[src/rtl/muldiv_ctrl.sv]
// Multi-cycle MULT/MULTU/DIV/DIVU sequencer with pipeline stall and HI/LO result strobe.
// Optional MULDIV_DIV0_FAST_EN: divide-by-zero skips the iterative divider and finishes in one cycle.
module muldiv_ctrl #(
   parameter int unsigned MUL_LAT = 2
) (
   input  logic        clk,
   input  logic        resetn,
   input  logic        start_i,
   input  logic [1:0]  op_i,
   input  logic [31:0] src_a_i,
   input  logic [31:0] src_b_i,
   input  logic        flush_i,
   output logic        stall_o,
   output logic        busy_o,
   output logic        valid_o,
   output logic [31:0] hi_o,
   output logic [31:0] lo_o
);

   localparam int unsigned XLEN  = 32;
   localparam int unsigned CNT_W = 5;
   localparam logic [CNT_W-1:0] DIV_LAST = CNT_W'(XLEN - 1);
   localparam logic [CNT_W-1:0] MUL_LAST = CNT_W'(MUL_LAT - 1);

   typedef enum logic [1:0] {
      S_IDLE = 2'd0,
      S_MUL  = 2'd1,
      S_DIV  = 2'd2,
      S_DONE = 2'd3
   } state_t;

   state_t            state;
   logic [CNT_W-1:0]  cnt;
   logic              sign_a;
   logic              sign_b;
   logic [XLEN-1:0]   mag_a;
   logic [XLEN-1:0]   mag_b;
   logic [XLEN-1:0]   rem;
   logic [XLEN-1:0]   quot;

   logic              accept;
   logic              in_sign_a;
   logic              in_sign_b;
   logic [XLEN-1:0]   in_mag_a;
   logic [XLEN-1:0]   in_mag_b;
   logic [2*XLEN-1:0] prod_mag;
   logic [2*XLEN-1:0] prod;
   logic [XLEN:0]     rem_sh;
   logic              q_bit;
   logic [XLEN-1:0]   rem_n;
   logic [XLEN-1:0]   quot_n;

   // Quotient takes the XOR of operand signs, remainder follows the dividend.
   function automatic logic [2*XLEN-1:0] div_fix(input logic [XLEN-1:0] r,
                                                 input logic [XLEN-1:0] q,
                                                 input logic            sa,
                                                 input logic            sb);
      logic [XLEN-1:0] r_f;
      logic [XLEN-1:0] q_f;
      r_f = sa ? (XLEN'(0) - r) : r;
      q_f = (sa ^ sb) ? (XLEN'(0) - q) : q;
      return {r_f, q_f};
   endfunction

   assign accept    = (state == S_IDLE) & start_i & ~flush_i;
   assign in_sign_a = ~op_i[0] & src_a_i[XLEN-1];
   assign in_sign_b = ~op_i[0] & src_b_i[XLEN-1];
   assign in_mag_a  = in_sign_a ? (XLEN'(0) - src_a_i) : src_a_i;
   assign in_mag_b  = in_sign_b ? (XLEN'(0) - src_b_i) : src_b_i;

   // Magnitude product, re-signed for MULT (sign flags are zero for MULTU).
   assign prod_mag = (2*XLEN)'(mag_a) * (2*XLEN)'(mag_b);
   assign prod     = (sign_a ^ sign_b) ? ((2*XLEN)'(0) - prod_mag) : prod_mag;

   // One restoring step: shift {rem, quot} left, subtract |b| if it fits.
   assign rem_sh = {rem, quot[XLEN-1]};
   assign q_bit  = (rem_sh >= {1'b0, mag_b});
   assign rem_n  = q_bit ? XLEN'(rem_sh - (XLEN+1)'(mag_b)) : rem_sh[XLEN-1:0];
   assign quot_n = {quot[XLEN-2:0], q_bit};

   always_ff @(posedge clk or negedge resetn) begin
      if (!resetn) begin
         state  <= S_IDLE;
         cnt    <= '0;
         sign_a <= 1'b0;
         sign_b <= 1'b0;
         mag_a  <= '0;
         mag_b  <= '0;
         rem    <= '0;
         quot   <= '0;
         hi_o   <= '0;
         lo_o   <= '0;
      end else begin
         unique case (state)
            S_IDLE: begin
               if (accept) begin
                  sign_a <= in_sign_a;
                  sign_b <= in_sign_b;
                  mag_a  <= in_mag_a;
                  mag_b  <= in_mag_b;
                  cnt    <= '0;
                  rem    <= '0;
                  quot   <= in_mag_a;
`ifdef MULDIV_DIV0_FAST_EN
                  // Zero divisor: the iterative result is known up front.
                  if (op_i[1] && (src_b_i == '0)) begin
                     state        <= S_DONE;
                     {hi_o, lo_o} <= div_fix(in_mag_a, '1, in_sign_a, in_sign_b);
                  end else begin
                     state <= op_i[1] ? S_DIV : S_MUL;
                  end
`else
                  state <= op_i[1] ? S_DIV : S_MUL;
`endif
               end
            end
            S_MUL: begin
               if (flush_i) begin
                  state <= S_IDLE;
               end else if (cnt == MUL_LAST) begin
                  state        <= S_DONE;
                  {hi_o, lo_o} <= prod;
               end else begin
                  cnt <= cnt + CNT_W'(1);
               end
            end
            S_DIV: begin
               if (flush_i) begin
                  state <= S_IDLE;
               end else begin
                  rem  <= rem_n;
                  quot <= quot_n;
                  cnt  <= cnt + CNT_W'(1);
                  if (cnt == DIV_LAST) begin
                     state        <= S_DONE;
                     {hi_o, lo_o} <= div_fix(rem_n, quot_n, sign_a, sign_b);
                  end
               end
            end
            S_DONE: begin
               state <= S_IDLE;
            end
            default: begin
               state <= S_IDLE;
            end
         endcase
      end
   end

   // Stall covers the accepting cycle and all working cycles; DONE lets the pipeline advance.
   assign busy_o  = (state != S_IDLE);
   assign valid_o = resetn & (state == S_DONE) & ~flush_i;
   assign stall_o = resetn & ~flush_i &
                    (((state == S_IDLE) & start_i) | (state == S_MUL) | (state == S_DIV));

endmodule

[config.mk]
export PLATFORM = sky130hd
export DESIGN_NAME = muldiv_ctrl
export DESIGN_NICKNAME = d
export VERILOG_FILES = /design/src/rtl/muldiv_ctrl.sv
export SDC_FILE = /design/constraint.sdc
export NUM_CORES = 2
export LEC_CHECK = 0
export CAP_MARGIN = 15
export CORE_MARGIN = 2
export CORE_UTILIZATION = 50
export DETAILED_ROUTE_END_ITERATION = 12
export GPL_TIMING_DRIVEN = 0
export HOLD_SLACK_MARGIN = 0.02
export PLACE_DENSITY_LB_ADDON = 0.12
export REMOVE_ABC_BUFFERS = 1
export SKIP_LAST_GASP = 1
export SLEW_MARGIN = 10
export SYNTH_ARGS = -nofsm -noshare
export SYNTH_HDL_FRONTEND = slang
export SYNTH_SLANG_ARGS = --single-unit
export TNS_END_PERCENT = 5
[constraint.sdc]
create_clock -name clk -period 10.9 [get_ports clk]
set_clock_uncertainty 0.2 [all_clocks]
set_input_delay 2.18 -clock clk [delete_from_list [all_inputs] [get_ports clk]]
set_output_delay 2.18 -clock clk [all_outputs]
set_load 0.02 [all_outputs]
# Word-level counts from Yosys, hierarchy flattened
# Cells that the tools add are included.
[totals]
register_bits = 201
inputBits = 70
output_inout_bits = 67
wordCells = 89
[classes]
addsub = 7
multipliers = 1
order_cmp = 1
eq_ne = 13
n_mux = 34
bitwise_logic = 13
reduce_logical = 10
[ops]
columns = ["operator", "count"]
rows = [
  ["32-bit two-way mux", 17],
  ["32-bit case mux with 2 select lines", 4],
  ["1-bit by 32-bit subtractor with 32-bit output (first input constant)", 4],
  ["32-bit by 32-bit multiplier with 64-bit output", 1],
  ["64-bit two-way mux", 1],
  ["1-bit by 64-bit subtractor with 64-bit output (first input constant)", 1],
  ["33-bit by 32-bit >= comparator with 1-bit output", 1],
  ["32-bit subtractor", 1],
  ["5-bit two-way mux", 4],
  ["5-bit case mux with 3 select lines", 1],
  ["2-bit two-way mux", 6],
  ["2-bit != test (second input constant)", 6],
  ["5-bit AND reduction", 2],
  ["1-bit AND", 8],
  ["2-bit case mux with 4 select lines", 1],
  ["3-bit != test (second input constant)", 2],
  ["3-bit AND reduction", 2],
  ["2-bit nonzero test", 3],
  ["5-bit by 1-bit adder with 5-bit output (second input constant)", 1],
  ["5-bit by 1-bit equality test with 1-bit output (second input constant)", 1],
  ["5-bit equality test (second input constant)", 1],
  ["2-bit equality test (second input constant)", 2],
  ["3-bit nonzero test", 1],
  ["2-bit by 1-bit equality test with 1-bit output (second input constant)", 1],
  ["other kinds (5)", 7],
]

# Depth between registers and ports, before layout
[logic_depth]
ltp_word = 7
depth_mapped = 34
mapped_depth_nobuf = 30

# Least setup slack after synthesis
# No wires, ideal clock.
[synth_timing]
path_kind = "register to register"
startpoint = "reg mag_b[23]"
endpoint = "reg hi_o[28]"
setup_time_ns = 0.134
t_arrival_ns = 8.619
t_required_ns = 10.566
setup_slack_ns = 1.947
path_stages_with_launch = 29
n_path_buf = 3
synth_period_minus_slack_ns = 8.953
path_cell_list = "dfrtp_1 -> clkbuf_1 -> clkbuf_1 -> nand2_1 -> fa_1 -> inv_1 -> fa_1 -> fa_1 -> fa_1 -> fa_1 -> fa_1 -> fa_1 -> inv_1 -> fa_1 -> inv_1 -> ha_1 -> clkbuf_1 -> nand2_1 -> nor3_1 -> nand3_1 -> a311oi_2 -> o21a_1 -> o32ai_1 -> a211oi_1 -> nand3_1 -> or4_4 -> or4_1 -> a21oi_2 -> o41ai_2"
[synth_between]
elab_chain_cells = 7
word_cells_on_any_way = 13
cone_classes = "3 x add/sub; 1 x mul; 1 x order compare; 8 x mux"
[synth_rtl]
columns = ["item", "line", "rtl"]
rows = [
  ["start: declaration", "37", "logic [XLEN-1:0] mag_b;"],
  ["start signal: assignment", "100", "mag_b <= in_mag_b;"],
  ["branches (longest 6 deep; another with 32-bit by 32-bit multiplier with 64-bit output)", "-", ""],
  ["32-bit case mux with 2 select lines *", "94", "unique case (state)"],
  ["end signal: assignment", "122", "{hi_o, lo_o} <= prod;"],
  ["end signal: assignment", "136", "{hi_o, lo_o} <= div_fix(rem_n, quot_n, sign_a, sign_b);"],
  ["end: declaration", "16", "output logic [31:0] hi_o,"],
]
# Every way passes the cells marked *. The select of a mux whose other input is x is not followed.
# A chain may end at the register's enable or synchronous reset.

# Worst setup path in the final report
[layout_timing]
startpoint = "reg mag_b[26]"
endpoint = "reg hi_o[30]"
# Same word-level chain as after synthesis.

==> metrics.csv <==
metric,value,unit
synth-seq-cells,201,
synth_area,50200,sq um
firstDrtPassIters,6,
hpwl,120000,um
slew_headroom,25.0,%
vias,40700,
cts_tree,built,
grt_pass1_wl,246000,um
async_flop_share,100,%
cts-root-buf,clkbuf_16,
tightest_slew,1.12,ns
min_to,lo_o[19],
antenna_found_initial,3,
finalSetupViolCount,0,
critPathRequiredTime,11.17,ns
regToRegSetupSlack,0.19,ns
min_path_type,reg2reg,
nets,7035,
wl_per_cell,21.5,um
gp_congestion,0.958,
die_area,103000,sq um
layout_setup_ws,0.191,ns
slew_violations,0,
die_w,321,um
start_util,50.3,%
io_pins,137,
r2r_cells,26,
areaGrowthSynthToFinish,6.93,%
regArea,5110,sq um
maxCapViolCount,0,
hold_violations,0,
avgSynthCellArea,8.52,sq um
max_freq,0.0934,GHz
drt_wl_total,152000,um
synth_edf_count,0,
arrival,10.98,ns
outcome,completed,
rsz0062_at_grt,yes,
drtIter0Drc,2732,
grt.overflow.total,0,
yosys_warnings,0,
grt_pass1_vias,42400,
vias_per_cell,5.75,
cts_buffers,25,
fin_crit_sh,98.3,%
cts.clk_slew.worst_paths,0.07,ns
clock_latency,0.59,ns
post-route-min-period,10.71,ns
cp_max_fo,34,
rows,116,
synthCells,5896,
die_h,321,um
tns,0,ns
grt_max_degree,79,
drive_above_1_share,4.71,%
fill_cells,9470,
start_kind,flip-flop,
cts_max_level,1,
grt_usage,30.3,%
holdCritStartpoint,lo_o[19],
yosysSeqAreaShare,10.0,%
cts_hold_buffers,0,
worstReg2RegEnd,hi_o[30],
antenna_left,0,
end_kind,flip-flop,
r2r_start,mag_b[26],
io_buffers,136,
clockBufferDepth,3,
numClockSinks,201,
coreArea,99900,sq um
multiInputGateArea,40300,sq um
hold_depth,2,
ys_types,112,
dp_slack,-0.0312,ns
worstSetupPathType,reg2reg,
synth_flop_cell,dfrtp_1,
remaining_drc_errors,0,
## routing by layer
layer,part of all wire (%),GRT usage [%]
met5,0.0072,0
met4,2.5,7.02
met3,5.6,2.35
met2,46,49.0
met1,46,44.5
## logic make-up after synthesis
| family | count (synthesis) | share of synthesized area [%] |
|---|---|---|
| fa+ha+maj | 1204 | 43.4 |
| buf+inv | 1295 | 9.99 |
| xor+xnor | 214 | 3.73 |
| flops | 201 | 10.0 |
| compound gates | 891 | 11.3 |
| mux | 71 | 1.52 |
| simple gates | 2020 | 20.0 |
## cells in the mapped netlist, drive strengths merged, types with 30 or more instances
| library cell | n | share of area [%] |
|---|---|---|
| nand3 | 89 | 0.91 |
| a211oi | 30 | 0.45 |
| a21oi | 227 | 2.4 |
| clkbuf | 301 | 2.3 |
| nand4 | 46 | 0.59 |
| xor2 | 87 | 1.5 |
| xnor2 | 127 | 2.2 |
| and2 | 593 | 7.4 |
| nand2 | 795 | 6.0 |
| dfrtp | 201 | 10 |
| or3 | 30 | 0.38 |
| nor2 | 238 | 1.8 |
| inv | 958 | 7.2 |
| ha | 307 | 7.6 |
| fa | 897 | 36 |
| a21o | 35 | 0.53 |
| a31oi | 32 | 0.42 |
| nor3 | 78 | 0.78 |
| mux2 | 33 | 0.74 |
| o31ai | 37 | 0.59 |
| mux2i | 37 | 0.74 |
| buf | 36 | 0.51 |
| o21ai | 326 | 3.3 |
## worst max-delay path: stages (launching register included)
cell and delay, ns:
dfrtp_2 0.71, and2_1 0.34, fa_1 0.53, inv_1 0.06
fa_1 0.53, inv_1 0.05, fa_1 0.49, fa_1 0.55
fa_1 0.55, fa_1 0.53, fa_1 0.60, inv_1 0.08
fa_1 0.55, inv_1 0.05, ha_1 0.47, nand2_1 0.19
nor3_1 0.50, nand3_1 0.23, a311oi_2 0.64, mux2i_1 0.30
a2111oi_2 0.13, nor3b_1 0.47, nand3_1 0.22, or4_4 0.62
o41ai_1 0.40, xor2_1 0.21, a221oi_1 0.33
## timing repair
action                                  in CTS  in global routing
cloned                                       0                  0
gates resized for setup                      1                  7
setup buffers                                0                  0
pin swaps                                    0                  0
endpoints found under the setup margin       1                 13
## how the worst max path moves through the flow
stage	startpoint	endpoint	slack, ns	depth (start not counted)
after global routing	mag_b[26]	hi_o[30]	-0.18	26
after floorplan	mag_b[17]	hi_o[28]	1.84	26
after CTS	mag_b[11]	hi_o[30]	0.1	29
after global placement	resetn	stall_o	-2.77	4
final	mag_b[26]	hi_o[30]	0.19	26
after detailed placement	mag_b[11]	hi_o[30]	-0.03	29
## registers in the layout (all words and copies together) (netlist names)
register,count
lo_o,32
quot,32
hi_o,32
sign_b,1
rem,32
mag_b,32
state,2
mag_a,32
sign_a,1
cnt,5
## metrics by stage
step | std cells | instance area, sq um | util (%) | hold slack [ns]
after detailed placement | 7030 | 52700 | 52.8 | 0.270
after floorplan | 5559 | 48800 | - | 0.279
after global routing | 7078 | 53700 | 53.8 | 0.302
after global placement | 6993 | 51800 | 51.9 | 0.263
after CTS | 7076 | 53600 | 53.7 | 0.287
final | 7079 | 53700 | 53.8 | 0.284
## cell type report
type / instances / area share, %
sequential: 201 / 9.52
clock inverter: 14 / 0.475
timing repair buffer: 175 / 4.03
clock buffer: 32 / 1.29
inverter: 958 / 6.70
tap: 1298 / 3.02
multi-input combinational: 4400 / 75.0
antenna: 1 / 0.00466
## layout by cell type (no fill, tap or decap), types with 30 or more instances in the layout
cell type and instances:
fa_1 897, o21ai_0 306, mux2i_1 37, o31ai_1 35
and2_1 592, xor2_1 86, nand2_1 789, mux2_2 33
a21o_1 34, dfrtp_2 57, clkdlybuf4s50_1 135, inv_1 956
nor2_1 238, ha_1 306, a21oi_1 219, nand3_1 87
xnor2_1 126, dfrtp_1 141, a31oi_1 30, nand4_1 45
nor3_1 77
Power is not shown: default switching activity piles up to over one toggle a cycle in this logic, so the estimate is an artifact.
